==> config.mk <==
export PLATFORM = sky130hd
export DESIGN_NAME = mountaincar_episode_ctrl_flat
export DESIGN_NICKNAME = d
export VERILOG_FILES = /design/src/rtl/mountaincar_episode_ctrl_if.sv /design/src/rtl/mountaincar_episode_ctrl.sv /design/src/flat_wrapper.sv
export SDC_FILE = /design/constraint.sdc
export NUM_CORES = 1
export LEC_CHECK = 0
export CAP_MARGIN = 40
export CORE_MARGIN = 5
export CORE_UTILIZATION = 50
export CTS_BUF_LIST = sky130_fd_sc_hd__clkbuf_4
export DETAILED_ROUTE_END_ITERATION = 10
export PLACE_DENSITY = 0.91
export REMOVE_ABC_BUFFERS = 1
export SYNTH_ARGS = -nofsm -noshare
export SYNTH_HDL_FRONTEND = slang
export SYNTH_SLANG_ARGS = --single-unit
==> constraint.sdc <==
create_clock -name i_clk -period 2.5 [get_ports i_clk]
set_input_delay 0.625 -clock i_clk [delete_from_list [all_inputs] [get_ports i_clk]]
set_output_delay 0.625 -clock i_clk [all_outputs]
set_load 0.01 [all_outputs]
==> src/rtl/mountaincar_episode_ctrl_if.sv <==
// Agent and compute-core channels of the MountainCar episode controller.
// Latency: none (wires only).
// Backpressure: act channel valid/ready, obs channel valid/ready, core channel enable/valid.
// Ports: agent action (i_act_valid/o_act_ready/i_act), observation (o_obs_*/i_obs_ready),
//        core drive (o_cmp_ena/o_cmp_pos/o_cmp_vel/o_cmp_act), core return (i_cmp_*).
// Modports: slave = the controller, master = the agent plus compute core facing it.
interface mountaincar_episode_ctrl_if #(
    parameter int POS_WL = 32,
    parameter int VEL_WL = 32,
    parameter int ACT_WL = 2,
    parameter int RWD_WL = 1
);
    logic              i_act_valid;
    logic              o_act_ready;
    logic [ACT_WL-1:0] i_act;

    logic              o_obs_valid;
    logic              i_obs_ready;
    logic [POS_WL-1:0] o_obs_pos;
    logic [VEL_WL-1:0] o_obs_vel;
    logic [RWD_WL-1:0] o_obs_rwd;
    logic              o_obs_done;
    logic              o_obs_trunc;

    logic              o_cmp_ena;
    logic [POS_WL-1:0] o_cmp_pos;
    logic [VEL_WL-1:0] o_cmp_vel;
    logic [ACT_WL-1:0] o_cmp_act;
    logic [POS_WL-1:0] i_cmp_pos;
    logic [VEL_WL-1:0] i_cmp_vel;
    logic [RWD_WL-1:0] i_cmp_rwd;
    logic              i_cmp_done;
    logic              i_cmp_valid;

    modport slave (
        input  i_act_valid, i_act, i_obs_ready,
        input  i_cmp_pos, i_cmp_vel, i_cmp_rwd, i_cmp_done, i_cmp_valid,
        output o_act_ready, o_obs_valid, o_obs_pos, o_obs_vel, o_obs_rwd, o_obs_done, o_obs_trunc,
        output o_cmp_ena, o_cmp_pos, o_cmp_vel, o_cmp_act
    );

    modport master (
        output i_act_valid, i_act, i_obs_ready,
        output i_cmp_pos, i_cmp_vel, i_cmp_rwd, i_cmp_done, i_cmp_valid,
        input  o_act_ready, o_obs_valid, o_obs_pos, o_obs_vel, o_obs_rwd, o_obs_done, o_obs_trunc,
        input  o_cmp_ena, o_cmp_pos, o_cmp_vel, o_cmp_act
    );
endinterface

==> src/rtl/mountaincar_episode_ctrl.sv <==
// Episode sequencer: holds pos/vel, takes one action per step, runs the core, presents the observation.
// Latency: action accept -> o_obs_valid = 2 + core latency; obs accept -> o_act_ready = 1 cycle.
// Backpressure: observation held stable until i_obs_ready; no action accepted while a step is in flight.
// Ports: i_clk/i_rst (sync, active-high), i_start/i_init_pos, o_step_cnt, o_busy, bus (agent + core channels).
// Optional: MC_CMP_TIMEOUT_EN adds TMO_CYC and sticky o_tmo_err; the core is abandoned after TMO_CYC cycles.
module mountaincar_episode_ctrl #(
    parameter int POS_WL   = 32,
    parameter int VEL_WL   = 32,
    parameter int ACT_WL   = 2,
    parameter int RWD_WL   = 1,
    parameter int MAX_STEP = 200,
    parameter int CNT_WL   = 8
`ifdef MC_CMP_TIMEOUT_EN
    ,
    parameter int TMO_CYC  = 1024
`endif
) (
    input  logic                     i_clk,
    input  logic                     i_rst,
    input  logic                     i_start,
    input  logic [POS_WL-1:0]        i_init_pos,
    output logic [CNT_WL-1:0]        o_step_cnt,
    output logic                     o_busy,
`ifdef MC_CMP_TIMEOUT_EN
    output logic                     o_tmo_err,
`endif
    mountaincar_episode_ctrl_if.slave bus
);

    typedef enum logic [2:0] {IDLE, WAIT_ACT, LAUNCH, WAIT_CMP, PRESENT} state_t;

    state_t            state_q, state_d;
    logic [POS_WL-1:0] pos_q, pos_d;
    logic [VEL_WL-1:0] vel_q, vel_d;
    logic [ACT_WL-1:0] act_q, act_d;
    logic [CNT_WL-1:0] step_cnt_q, step_cnt_d;
    logic              busy_q, busy_d;
    logic              act_ready_q, act_ready_d;
    logic              obs_valid_q, obs_valid_d;
    logic [POS_WL-1:0] obs_pos_q, obs_pos_d;
    logic [VEL_WL-1:0] obs_vel_q, obs_vel_d;
    logic [RWD_WL-1:0] obs_rwd_q, obs_rwd_d;
    logic              obs_done_q, obs_done_d;
    logic              obs_trunc_q, obs_trunc_d;
    logic              cmp_ena_q, cmp_ena_d;
    logic [POS_WL-1:0] cmp_pos_q, cmp_pos_d;
    logic [VEL_WL-1:0] cmp_vel_q, cmp_vel_d;
    logic [ACT_WL-1:0] cmp_act_q, cmp_act_d;
`ifdef MC_CMP_TIMEOUT_EN
    localparam int TMO_WL = (TMO_CYC > 1) ? $clog2(TMO_CYC) : 1;
    logic [TMO_WL-1:0] tmo_cnt_q, tmo_cnt_d;
    logic              tmo_err_q, tmo_err_d;
`endif

    always_comb begin
        state_d     = state_q;
        pos_d       = pos_q;
        vel_d       = vel_q;
        act_d       = act_q;
        step_cnt_d  = step_cnt_q;
        busy_d      = busy_q;
        act_ready_d = act_ready_q;
        obs_valid_d = obs_valid_q;
        obs_pos_d   = obs_pos_q;
        obs_vel_d   = obs_vel_q;
        obs_rwd_d   = obs_rwd_q;
        obs_done_d  = obs_done_q;
        obs_trunc_d = obs_trunc_q;
        cmp_ena_d   = cmp_ena_q;
        cmp_pos_d   = cmp_pos_q;
        cmp_vel_d   = cmp_vel_q;
        cmp_act_d   = cmp_act_q;
`ifdef MC_CMP_TIMEOUT_EN
        tmo_cnt_d   = tmo_cnt_q;
        tmo_err_d   = tmo_err_q;
`endif
        unique case (state_q)
            IDLE: begin
                if (i_start) begin
                    state_d     = WAIT_ACT;
                    pos_d       = i_init_pos;
                    vel_d       = '0;
                    step_cnt_d  = '0;
                    busy_d      = 1'b1;
                    act_ready_d = 1'b1;
`ifdef MC_CMP_TIMEOUT_EN
                    tmo_err_d   = 1'b0;
`endif
                end
            end
            WAIT_ACT: begin
                if (bus.i_act_valid && act_ready_q) begin
                    act_d       = bus.i_act;
                    act_ready_d = 1'b0;
                    state_d     = LAUNCH;
                end
            end
            LAUNCH: begin
                // Core inputs are frozen here and stay untouched for the whole WAIT_CMP stay.
                cmp_pos_d = pos_q;
                cmp_vel_d = vel_q;
                cmp_act_d = act_q;
                cmp_ena_d = 1'b1;
                state_d   = WAIT_CMP;
`ifdef MC_CMP_TIMEOUT_EN
                tmo_cnt_d = '0;
`endif
            end
            WAIT_CMP: begin
                if (bus.i_cmp_valid) begin
                    pos_d       = bus.i_cmp_pos;
                    vel_d       = bus.i_cmp_vel;
                    obs_pos_d   = bus.i_cmp_pos;
                    obs_vel_d   = bus.i_cmp_vel;
                    obs_rwd_d   = bus.i_cmp_rwd;
                    obs_done_d  = bus.i_cmp_done;
                    // Saturating: the counter parks at the limit instead of wrapping.
                    step_cnt_d  = (step_cnt_q == CNT_WL'(MAX_STEP)) ? step_cnt_q
                                                                    : step_cnt_q + CNT_WL'(1);
                    // Goal takes precedence: a step that both reaches the goal and the limit is done, not truncated.
                    obs_trunc_d = (step_cnt_d == CNT_WL'(MAX_STEP)) && !bus.i_cmp_done;
                    obs_valid_d = 1'b1;
                    cmp_ena_d   = 1'b0;
                    state_d     = PRESENT;
                end
`ifdef MC_CMP_TIMEOUT_EN
                else if (tmo_cnt_q == TMO_WL'(TMO_CYC - 1)) begin
                    cmp_ena_d = 1'b0;
                    tmo_err_d = 1'b1;
                    busy_d    = 1'b0;
                    state_d   = IDLE;
                end else begin
                    tmo_cnt_d = tmo_cnt_q + TMO_WL'(1);
                end
`endif
            end
            PRESENT: begin
                if (bus.i_obs_ready) begin
                    obs_valid_d = 1'b0;
                    if (obs_done_q || obs_trunc_q) begin
                        busy_d  = 1'b0;
                        state_d = IDLE;
                    end else begin
                        act_ready_d = 1'b1;
                        state_d     = WAIT_ACT;
                    end
                end
            end
            default: begin
                state_d = IDLE;
            end
        endcase
    end

    always_ff @(posedge i_clk) begin
        if (i_rst) begin
            state_q     <= IDLE;
            pos_q       <= '0;
            vel_q       <= '0;
            act_q       <= '0;
            step_cnt_q  <= '0;
            busy_q      <= 1'b0;
            act_ready_q <= 1'b0;
            obs_valid_q <= 1'b0;
            obs_pos_q   <= '0;
            obs_vel_q   <= '0;
            obs_rwd_q   <= '0;
            obs_done_q  <= 1'b0;
            obs_trunc_q <= 1'b0;
            cmp_ena_q   <= 1'b0;
            cmp_pos_q   <= '0;
            cmp_vel_q   <= '0;
            cmp_act_q   <= '0;
`ifdef MC_CMP_TIMEOUT_EN
            tmo_cnt_q   <= '0;
            tmo_err_q   <= 1'b0;
`endif
        end else begin
            state_q     <= state_d;
            pos_q       <= pos_d;
            vel_q       <= vel_d;
            act_q       <= act_d;
            step_cnt_q  <= step_cnt_d;
            busy_q      <= busy_d;
            act_ready_q <= act_ready_d;
            obs_valid_q <= obs_valid_d;
            obs_pos_q   <= obs_pos_d;
            obs_vel_q   <= obs_vel_d;
            obs_rwd_q   <= obs_rwd_d;
            obs_done_q  <= obs_done_d;
            obs_trunc_q <= obs_trunc_d;
            cmp_ena_q   <= cmp_ena_d;
            cmp_pos_q   <= cmp_pos_d;
            cmp_vel_q   <= cmp_vel_d;
            cmp_act_q   <= cmp_act_d;
`ifdef MC_CMP_TIMEOUT_EN
            tmo_cnt_q   <= tmo_cnt_d;
            tmo_err_q   <= tmo_err_d;
`endif
        end
    end

    assign bus.o_act_ready = act_ready_q;
    assign bus.o_obs_valid = obs_valid_q;
    assign bus.o_obs_pos   = obs_pos_q;
    assign bus.o_obs_vel   = obs_vel_q;
    assign bus.o_obs_rwd   = obs_rwd_q;
    assign bus.o_obs_done  = obs_done_q;
    assign bus.o_obs_trunc = obs_trunc_q;
    assign bus.o_cmp_ena   = cmp_ena_q;
    assign bus.o_cmp_pos   = cmp_pos_q;
    assign bus.o_cmp_vel   = cmp_vel_q;
    assign bus.o_cmp_act   = cmp_act_q;
    assign o_step_cnt      = step_cnt_q;
    assign o_busy          = busy_q;
`ifdef MC_CMP_TIMEOUT_EN
    assign o_tmo_err       = tmo_err_q;
`endif

endmodule

==> src/flat_wrapper.sv <==
// flat-port wrapper written by rule: the top's interface ports become plain ports
module mountaincar_episode_ctrl_flat 
#(
    parameter int POS_WL   = 32,
    parameter int VEL_WL   = 32,
    parameter int ACT_WL   = 2,
    parameter int RWD_WL   = 1,
    parameter int MAX_STEP = 200,
    parameter int CNT_WL   = 8

)
  (i_clk, i_rst, i_start, i_init_pos, o_step_cnt, o_busy, bus_i_act_valid, bus_i_act, bus_i_obs_ready, bus_i_cmp_pos, bus_i_cmp_vel, bus_i_cmp_rwd, bus_i_cmp_done, bus_i_cmp_valid, bus_o_act_ready, bus_o_obs_valid, bus_o_obs_pos, bus_o_obs_vel, bus_o_obs_rwd, bus_o_obs_done, bus_o_obs_trunc, bus_o_cmp_ena, bus_o_cmp_pos, bus_o_cmp_vel, bus_o_cmp_act);
  mountaincar_episode_ctrl_if #(.POS_WL(POS_WL), .VEL_WL(VEL_WL), .ACT_WL(ACT_WL), .RWD_WL(RWD_WL)) bus_i ();
  input  logic i_clk;
  input  logic i_rst;
  input  logic i_start;
  input  logic [POS_WL-1:0] i_init_pos;
  output logic [CNT_WL-1:0] o_step_cnt;
  output logic o_busy;
  input wire logic [$bits(bus_i.i_act_valid)-1:0] bus_i_act_valid;
  input wire logic [$bits(bus_i.i_act)-1:0] bus_i_act;
  input wire logic [$bits(bus_i.i_obs_ready)-1:0] bus_i_obs_ready;
  input wire logic [$bits(bus_i.i_cmp_pos)-1:0] bus_i_cmp_pos;
  input wire logic [$bits(bus_i.i_cmp_vel)-1:0] bus_i_cmp_vel;
  input wire logic [$bits(bus_i.i_cmp_rwd)-1:0] bus_i_cmp_rwd;
  input wire logic [$bits(bus_i.i_cmp_done)-1:0] bus_i_cmp_done;
  input wire logic [$bits(bus_i.i_cmp_valid)-1:0] bus_i_cmp_valid;
  output wire logic [$bits(bus_i.o_act_ready)-1:0] bus_o_act_ready;
  output wire logic [$bits(bus_i.o_obs_valid)-1:0] bus_o_obs_valid;
  output wire logic [$bits(bus_i.o_obs_pos)-1:0] bus_o_obs_pos;
  output wire logic [$bits(bus_i.o_obs_vel)-1:0] bus_o_obs_vel;
  output wire logic [$bits(bus_i.o_obs_rwd)-1:0] bus_o_obs_rwd;
  output wire logic [$bits(bus_i.o_obs_done)-1:0] bus_o_obs_done;
  output wire logic [$bits(bus_i.o_obs_trunc)-1:0] bus_o_obs_trunc;
  output wire logic [$bits(bus_i.o_cmp_ena)-1:0] bus_o_cmp_ena;
  output wire logic [$bits(bus_i.o_cmp_pos)-1:0] bus_o_cmp_pos;
  output wire logic [$bits(bus_i.o_cmp_vel)-1:0] bus_o_cmp_vel;
  output wire logic [$bits(bus_i.o_cmp_act)-1:0] bus_o_cmp_act;
  assign bus_i.i_act_valid = bus_i_act_valid;
  assign bus_i.i_act = bus_i_act;
  assign bus_i.i_obs_ready = bus_i_obs_ready;
  assign bus_i.i_cmp_pos = bus_i_cmp_pos;
  assign bus_i.i_cmp_vel = bus_i_cmp_vel;
  assign bus_i.i_cmp_rwd = bus_i_cmp_rwd;
  assign bus_i.i_cmp_done = bus_i_cmp_done;
  assign bus_i.i_cmp_valid = bus_i_cmp_valid;
  assign bus_o_act_ready = bus_i.o_act_ready;
  assign bus_o_obs_valid = bus_i.o_obs_valid;
  assign bus_o_obs_pos = bus_i.o_obs_pos;
  assign bus_o_obs_vel = bus_i.o_obs_vel;
  assign bus_o_obs_rwd = bus_i.o_obs_rwd;
  assign bus_o_obs_done = bus_i.o_obs_done;
  assign bus_o_obs_trunc = bus_i.o_obs_trunc;
  assign bus_o_cmp_ena = bus_i.o_cmp_ena;
  assign bus_o_cmp_pos = bus_i.o_cmp_pos;
  assign bus_o_cmp_vel = bus_i.o_cmp_vel;
  assign bus_o_cmp_act = bus_i.o_cmp_act;
  mountaincar_episode_ctrl #(.POS_WL(POS_WL), .VEL_WL(VEL_WL), .ACT_WL(ACT_WL), .RWD_WL(RWD_WL), .MAX_STEP(MAX_STEP), .CNT_WL(CNT_WL)) u_core (.i_clk(i_clk), .i_rst(i_rst), .i_start(i_start), .i_init_pos(i_init_pos), .o_step_cnt(o_step_cnt), .o_busy(o_busy), .bus(bus_i));
endmodule
* Word level (Yosys, flattened, before mapping) *
Index checks and enable logic that the tools add are counted.

word-level totals
  bits in registers = 214
  bits of input ports = 106
  output and inout bits = 145
  word-level logic and storage cells = 77

operators by class
  add/sub/neg operators = 1
  equality and inequality tests = 12
  multiplexer cells = 29
  reduce and logical (&&, ||, !) cells = 18

operator list
  kind                   number
  $mux W32               4
  $pmux W32 S2           2
  $mux W8                3
  $eq A8 B8 Y1 const B   2
  $pmux W8 S2            1
  $pmux W3 S5            1
  $mux W3                4
  $mux W1                10
  $add A8 B1 Y8 const B  1
  $ne A2 B2 Y1 const B   4
  $reduce_and A4 Y1      2
  $reduce_bool A2 Y1     4
  $eq A3 B2 Y1 const B   2
  $pmux W1 S2            3
  $reduce_and A2 Y1      3
  $reduce_and A3 Y1      2
  $reduce_and A5 Y1      1
  $ne A2 B1 Y1 const B   2
  $eq A3 B1 Y1 const B   1
  $eq A3 B3 Y1 const B   1
  $logic_not A3 Y1       1
  $pmux W1 S3            1
  $reduce_bool A3 Y1     1
  $logic_and A1 B1 Y1    2
  other kinds (2)        2

* Logic depth before layout (Yosys ltp) *
Gate-level depths: netlist of the first run.

  depth after elaboration = 4
  depth in mapped cells = 9
  depth with buffers taken out = 7

* Least setup slack after synthesis of the first run *
Ideal clock, no wire load.

  kind = input-to-reg
  start = in i_start
  end = reg u_core.pos_q[0]
  library setup time = 0.147 ns
  data arrival time = 1.617 ns
  required time = 2.353 ns
  path slack = 0.736 ns
  stages on the path = 5
  buffers on the path = 2
  cell sequence = or3b_4 > a21oi_4 > buf_6 > buf_6 > a311oi_2

on the way
  word-level cells in the longest chain between the ends = 2

ends and longest elaborated chain
  what                         line                             RTL
  start: declaration           flat_wrapper.sv:16               input logic i_start;
  $ne A2 B2 Y1 (no line)       --
  $reduce_and A3 Y1 (no line)  --
  end signal: assignment       mountaincar_episode_ctrl.sv:180  pos_q <= pos_d;
  end: declaration             mountaincar_episode_ctrl.sv:33   logic [POS_WL-1:0] pos_q, pos_d;

Every way passes these cells.
A chain may end at the register's enable or synchronous reset.

* Worst setup path in the final report of the first run *
  start = reg u_core.step_cnt_q[2], in the netlist u_core.o_step_cnt[2]
  end = out o_step_cnt[2]

RTL lines
  what                      line                             RTL
  start: declaration        mountaincar_episode_ctrl.sv:36   logic [CNT_WL-1:0] step_cnt_q, step_cnt_d;
  start signal: assignment  mountaincar_episode_ctrl.sv:183  step_cnt_q <= step_cnt_d;
  end: declaration          flat_wrapper.sv:18               output logic [CNT_WL-1:0] o_step_cnt;

No word-level cell between the ends.

==> results of run 1 <==
## power by group through the flow
| stage | Sequential, W | Combinational [W] | Clock, W |
|---|---|---|---|
| 3_3_place_gp | 0.00375 | 0.00116 | 0 |
| 5_1_grt | 0.00371 | 0.00131 | 0.00308 |
| 6_report | 0.00369 | 0.00120 | 0.00283 |
| 2_1_floorplan | 0.00377 | 0.000564 | 0 |
| 4_1_cts | 0.00369 | 0.00121 | 0.00291 |
| 3_5_place_dp | 0.00376 | 0.00120 | 0 |
## cells by family (layout without fill, tap and decap cells)
logic type,count (synthesis),in the layout,share of synthesized area
muxes,2,2,0.00246
xor gates and xnor gates,2,2,0.00215
adders and majority gates,2,2,0.00307
and+or+nand+nor,448,448,0.224
DFF,214,214,0.526
buffers and inverters,85,364,0.0523
AOI/OAI and AO/OA,234,234,0.190
other,0,1,0
## cell usage after synthesis, drive strengths merged (2+ instances only)
| library cell | n | area [um2] |
|---|---|---|
| a311oi | 32 | 480 |
| o21ai | 8 | 40.0 |
| a22oi | 2 | 15.0 |
| nor2b | 2 | 12.5 |
| buf | 34 | 234 |
| dfxtp | 214 | 4280 |
| ha | 2 | 25.0 |
| nand3 | 37 | 198 |
| or3 | 4 | 25.0 |
| inv | 2 | 7.51 |
| a211oi | 2 | 15.0 |
| clkbuf | 49 | 184 |
| nand2 | 335 | 1260 |
| mux2i | 2 | 20.0 |
| nor2 | 47 | 176 |
| xor2 | 2 | 17.5 |
| nor3b | 3 | 22.5 |
| and3 | 5 | 31.3 |
| nand3b | 2 | 15.0 |
| nor3 | 6 | 30.0 |
| a21oi | 183 | 927 |
## flip-flops by register name, indices dropped and copies added (netlist names), 2 cells and up
name	flops
u_core.vel_q	32
u_core.act_q	2
u_core.bus.o_obs_pos	32
u_core.bus.o_cmp_act	2
u_core.state_q	3
u_core.pos_q	32
u_core.bus.o_obs_vel	32
u_core.bus.o_cmp_pos	32
u_core.bus.o_cmp_vel	32
u_core.o_step_cnt	8
## metal layers
| metal | routed length, um | GRT usage |
|---|---|---|
| met1 | 9040 | 0.273 |
| met3 | 1650 | 0.0573 |
| met2 | 12100 | 0.435 |
| met5 | 0 | 0 |
| met4 | 900 | 0.116 |
## worst paths after layout
kind	startpoint	to	slack [ns]	cells after the start
worst max register to register	u_core.state_q[2]	u_core.bus.o_cmp_vel[9]	0.47	5
worst min register to register	u_core.vel_q[27]	u_core.bus.o_cmp_vel[27]	0.44	2
worst min-delay path	u_core.vel_q[27]	u_core.bus.o_cmp_vel[27]	0.44	2
worst max-delay path	u_core.o_step_cnt[2]	o_step_cnt[2]	0.16	1
## metrics by stage
| stage | power [W] | util | hold WS (ns) | area (um2) |
|---|---|---|---|---|
| global placement | 0.00492 | 0.674 | 0.436 | 10700 |
| detailed placement | 0.00496 | 0.674 | 0.442 | 10700 |
| CTS | 0.00780 | 0.715 | 0.428 | 11400 |
| finish | 0.00772 | 0.715 | 0.442 | 11400 |
| floorplan | 0.00433 | - | 0.425 | 7720 |
| global route | 0.00810 | 0.715 | 0.457 | 11400 |
## layout make-up
class | instances | area [um2] | share of cell area
antenna | 1 | 2.50 | 0.000220
sequential | 214 | 4290 | 0.376
multi-input combinational | 688 | 3440 | 0.301
tap | 216 | 270 | 0.0237
inverter | 2 | 7.51 | 0.000659
clock buffer | 77 | 578 | 0.0507
clock inverter | 13 | 75.1 | 0.00659
timing repair buffer | 272 | 2740 | 0.241
==> flow_summary.toml, run 1 <==
[status]
status = "completed"

[detailed_routing]
dr.pass1.iters = 5
vias_per_cell = 5.26
dr_total_vias = 7806
wire_per_inst_um = 16.0
drt_iter0_drc = 409
ant_nets = 0
drt-total-wl_um = 23700
post-route-drc-count = 0

[floorplan]
die_height_um = 138
die_area_um2 = 18900
die_x_um = 138
pin_count = 251
start_util = 0.510
core-area_um2 = 15900
row_count = 46

[yosys]
synthCells = 987
synth.avg_cell_area_um2 = 8.24
ys_async_sr_fraction = 0
yosysUniqueCellTypes = 40
synth-edff-count = 0
ys_ff_latch = 214
synth_area_um2 = 8140
synth_warnings = 0
synth_ff_type = "dfxtp_1"
ys_seq_area_frac = 0.526

[timing]
min_period_ns = 2.34
finalHoldViolCount = 0
skew_ns = 0.0363
fmax_mhz = 427
period_share = 0.937
setup_ws_ns = 0.157
final.setup.tns_ns = 0
slew_violations = 0
rsz0062_at_grt = "no"
finalSetupViolCount = 0
worstMarginPinSlew_ns = 0.883
slew_headroom = 0.411

[job]
drv_cap = 0

[pwr]
powerDensity_nw_per_um2 = 677
netSwitchingPower_w = 0.00212
peakVddDrop_uv = 489
p_int_w = 0.00560
pwr-share-seq = 0.478
pwr-share-comb = 0.156
power.share.switching = 0.275
clkPwrFrac = 0.366
p_leak_nw = 3.91

[finish]
fin_cells = 1483
final_common_cell = "nand2_1"
mostFrequentLayoutCells = "nand2_1 (334), clkdlybuf4s50_1 (249), dfxtp_1 (213)"
area_growth_pct = 40.1
final_nets = 1341
n_fill_cell = 1229
drive_gt1_frac = 0.112

[clock_tree]
cts_tree = "done"
cts_setup_buffers = 0
cts_resized = 0
clock_latency_ns = 0.63
htreeDepth = 2
numCtsBuffers = 55
numClockSinks = 214
cts.path.max_buffers = 3
cts_hold_buf = 0
clk_pin_slew_ns = 0.07
root_buffer = "clkbuf_4"

[global_route]
grt_max_degree = 72
grt_pass1_wl_um = 37300
grt_overflow_total = 0
grt_pass1_vias = 7774
antenna_found_initial = 1
grt_usage = 0.244

[place]
gp_congestion = 0.824
port_buffers = 250
dp_hpwl_um = 16200
place_inst = 1392
pre_cts_ws_ns = 0.0213

[worst_setup_path]
crit_fanout = 10
crit_slowest_cell = "clkdlybuf4s50_1"
required_ns = 1.88
cp_slowest_stage_delay_ns = 0.60
crit_family = "buffers and inverters"
cp.arrival_ns = 1.72
startpoint_type = "flop"
crit_type = "reg -> out"
crit_buf_inv = 1
path_cells = "clkdlybuf4s50_1"
end_kind = "primary output"

[worst_hold_path]
min_path_type = "reg -> reg"
Note: power is estimated with default switching activity, not from simulation.
==> run 2: changes to the inputs <==
- CORE_UTILIZATION: 50 -> 44
- PLACE_DENSITY: 0.91 -> 0.85
- clock period: 2.5 -> 2 ns (I/O delays scaled with it)
==> flow_summary.toml, run 2 (same netlist as run 1, synthesis figures left out) <==
[status]
status = "completed"

[timing]
period_share = 0.914
slew_headroom = 0.702
skew_ns = 0.0219
min_period_ns = 1.83
finalSetupViolCount = 0
worstMarginPinSlew_ns = 0.447
setup_ws_ns = 0.172
finalHoldViolCount = 0
fmax_mhz = 547
slew_violations = 0
fin_hold_ws_ns = 0.240
rsz0062_at_grt = "no"

[detailed_routing]
ant_nets = 0
post-route-drc-count = 0
dr.pass1.iters = 5
drt_iter0_drc = 378
wire_per_inst_um = 15.6
drt-total-wl_um = 23500
dr_total_vias = 7734
vias_per_cell = 5.15

[worst_setup_path]
end_kind = "flop"
crit_fanout = 35
r2r_slack_ns = 0.17
r2r_end = "u_core.bus.o_cmp_pos[26]"
crit_type = "reg -> reg"
required_ns = 2.53
startpoint_type = "flop"
cp.arrival_ns = 2.36
crit_slowest_cell = "dfxtp_2"
path_cells = "buf_6 > and2_2 > buf_4 > nand2_1 > a21oi_1"
reg2reg_from = "u_core.state_q[1]"
r2r_cells = 5
cp_slowest_stage_delay_ns = 0.48

[clock_tree]
htreeDepth = 2
cts_hold_buf = 0
cts.path.max_buffers = 3
numClockSinks = 214
clock_latency_ns = 0.62
clk_pin_slew_ns = 0.07
cts_tree = "done"
numCtsBuffers = 52
cts_setup_buffers = 0
root_buffer = "clkbuf_4"

[worst_hold_path]
hold_depth = 2
min_to = "u_core.bus.o_cmp_pos[25]"
min_path_type = "in -> reg"
min-delay-start = "i_rst"

[global_route]
grt_usage = 0.211
grt_max_degree = 65
grt_pass1_vias = 7527
grt_overflow_total = 0
antenna_found_initial = 1
grt_pass1_wl_um = 37800

[place]
port_buffers = 250
dp_hpwl_um = 16100
gp_congestion = 0.832
place_inst = 1419
pre_cts_ws_ns = -0.313

[pwr]
p_leak_nw = 4.67
total_power_w = 0.00938
powerDensity_nw_per_um2 = 828
peakVddDrop_uv = 442

[finish]
drive_gt1_frac = 0.123
fin_util = 0.627
fin_cells = 1503
area_growth_pct = 39.3
final_common_cell = "nand2_1"
mostFrequentLayoutCells = "nand2_1 (334), dfxtp_1 (208), a21oi_1 (182)"
final_nets = 1352

[floorplan]
start_util = 0.450
die_height_um = 146
core-area_um2 = 18100
row_count = 49
pin_count = 251
die_x_um = 146
die_area_um2 = 21300

[job]
drv_cap = 0
==> run 2: timing repair <==
action / 4_1_cts / 5_1_grt
resized for setup: 150 / 1
cloned: 0 / 0
pin swaps: 0 / 0
endpoints found under the setup margin: 145 / 10
==> run 2: cell type report <==
| type | instances | area, um2 |
|---|---|---|
| clock buffer | 71 | 533 |
| multi-input combinational | 688 | 3440 |
| tap | 229 | 287 |
| inverter | 2 | 7.51 |
| antenna | 1 | 2.50 |
| clock inverter | 12 | 48.8 |
| timing repair buffer | 286 | 2720 |
| sequential | 214 | 4290 |
| fill | 1613 | 6750 |
==> run 2: how the worst max path moves through the flow <==
stage | start | depth (start not counted) | end
4_1_cts | u_core.state_q[1] | 5 | u_core.bus.o_cmp_pos[26]
2_1_floorplan | u_core.state_q[0] | 4 | u_core.o_step_cnt[1]
3_5_place_dp | i_start | 6 | u_core.pos_q[20]
5_1_grt | u_core.o_step_cnt[0] | 1 | o_step_cnt[0]
6_report | u_core.state_q[1] | 5 | u_core.bus.o_cmp_pos[26]
3_3_place_gp | i_start | 6 | u_core.pos_q[31]
==> run 2: routing by layer <==
metal / GRT usage / up-vias / part of all wire
met5: 0 / - / 0
met4: 0.0776 / 0 / 0.025
met1: 0.250 / 3614 / 0.41
met2: 0.376 / 231 / 0.51
met3: 0.0458 / 48 / 0.052
li1: - / 3841 / -
==> run 2: where the power goes <==
group	switching [W]	internal, W
sequential	0.000119	0.00447
combinational	0.000895	0.000678
clock	0.00159	0.00163
==> run 2: stage by stage <==
step | cell area (um2) | setup TNS, ns
after CTS | 11300 | 0
after detailed placement | 10900 | -15.19
after global placement | 10900 | -13.47
after floorplan | 7720 | -252.36
final | 11300 | 0
after global routing | 11300 | 0
==> run 2: critical path, delay by kind of cell (launching register included) <==
kind / cells / cell delay (ns)
compound gates: 1 / 0.16
buf+inv: 2 / 0.72
flops: 1 / 0.48
simple gates: 2 / 0.38
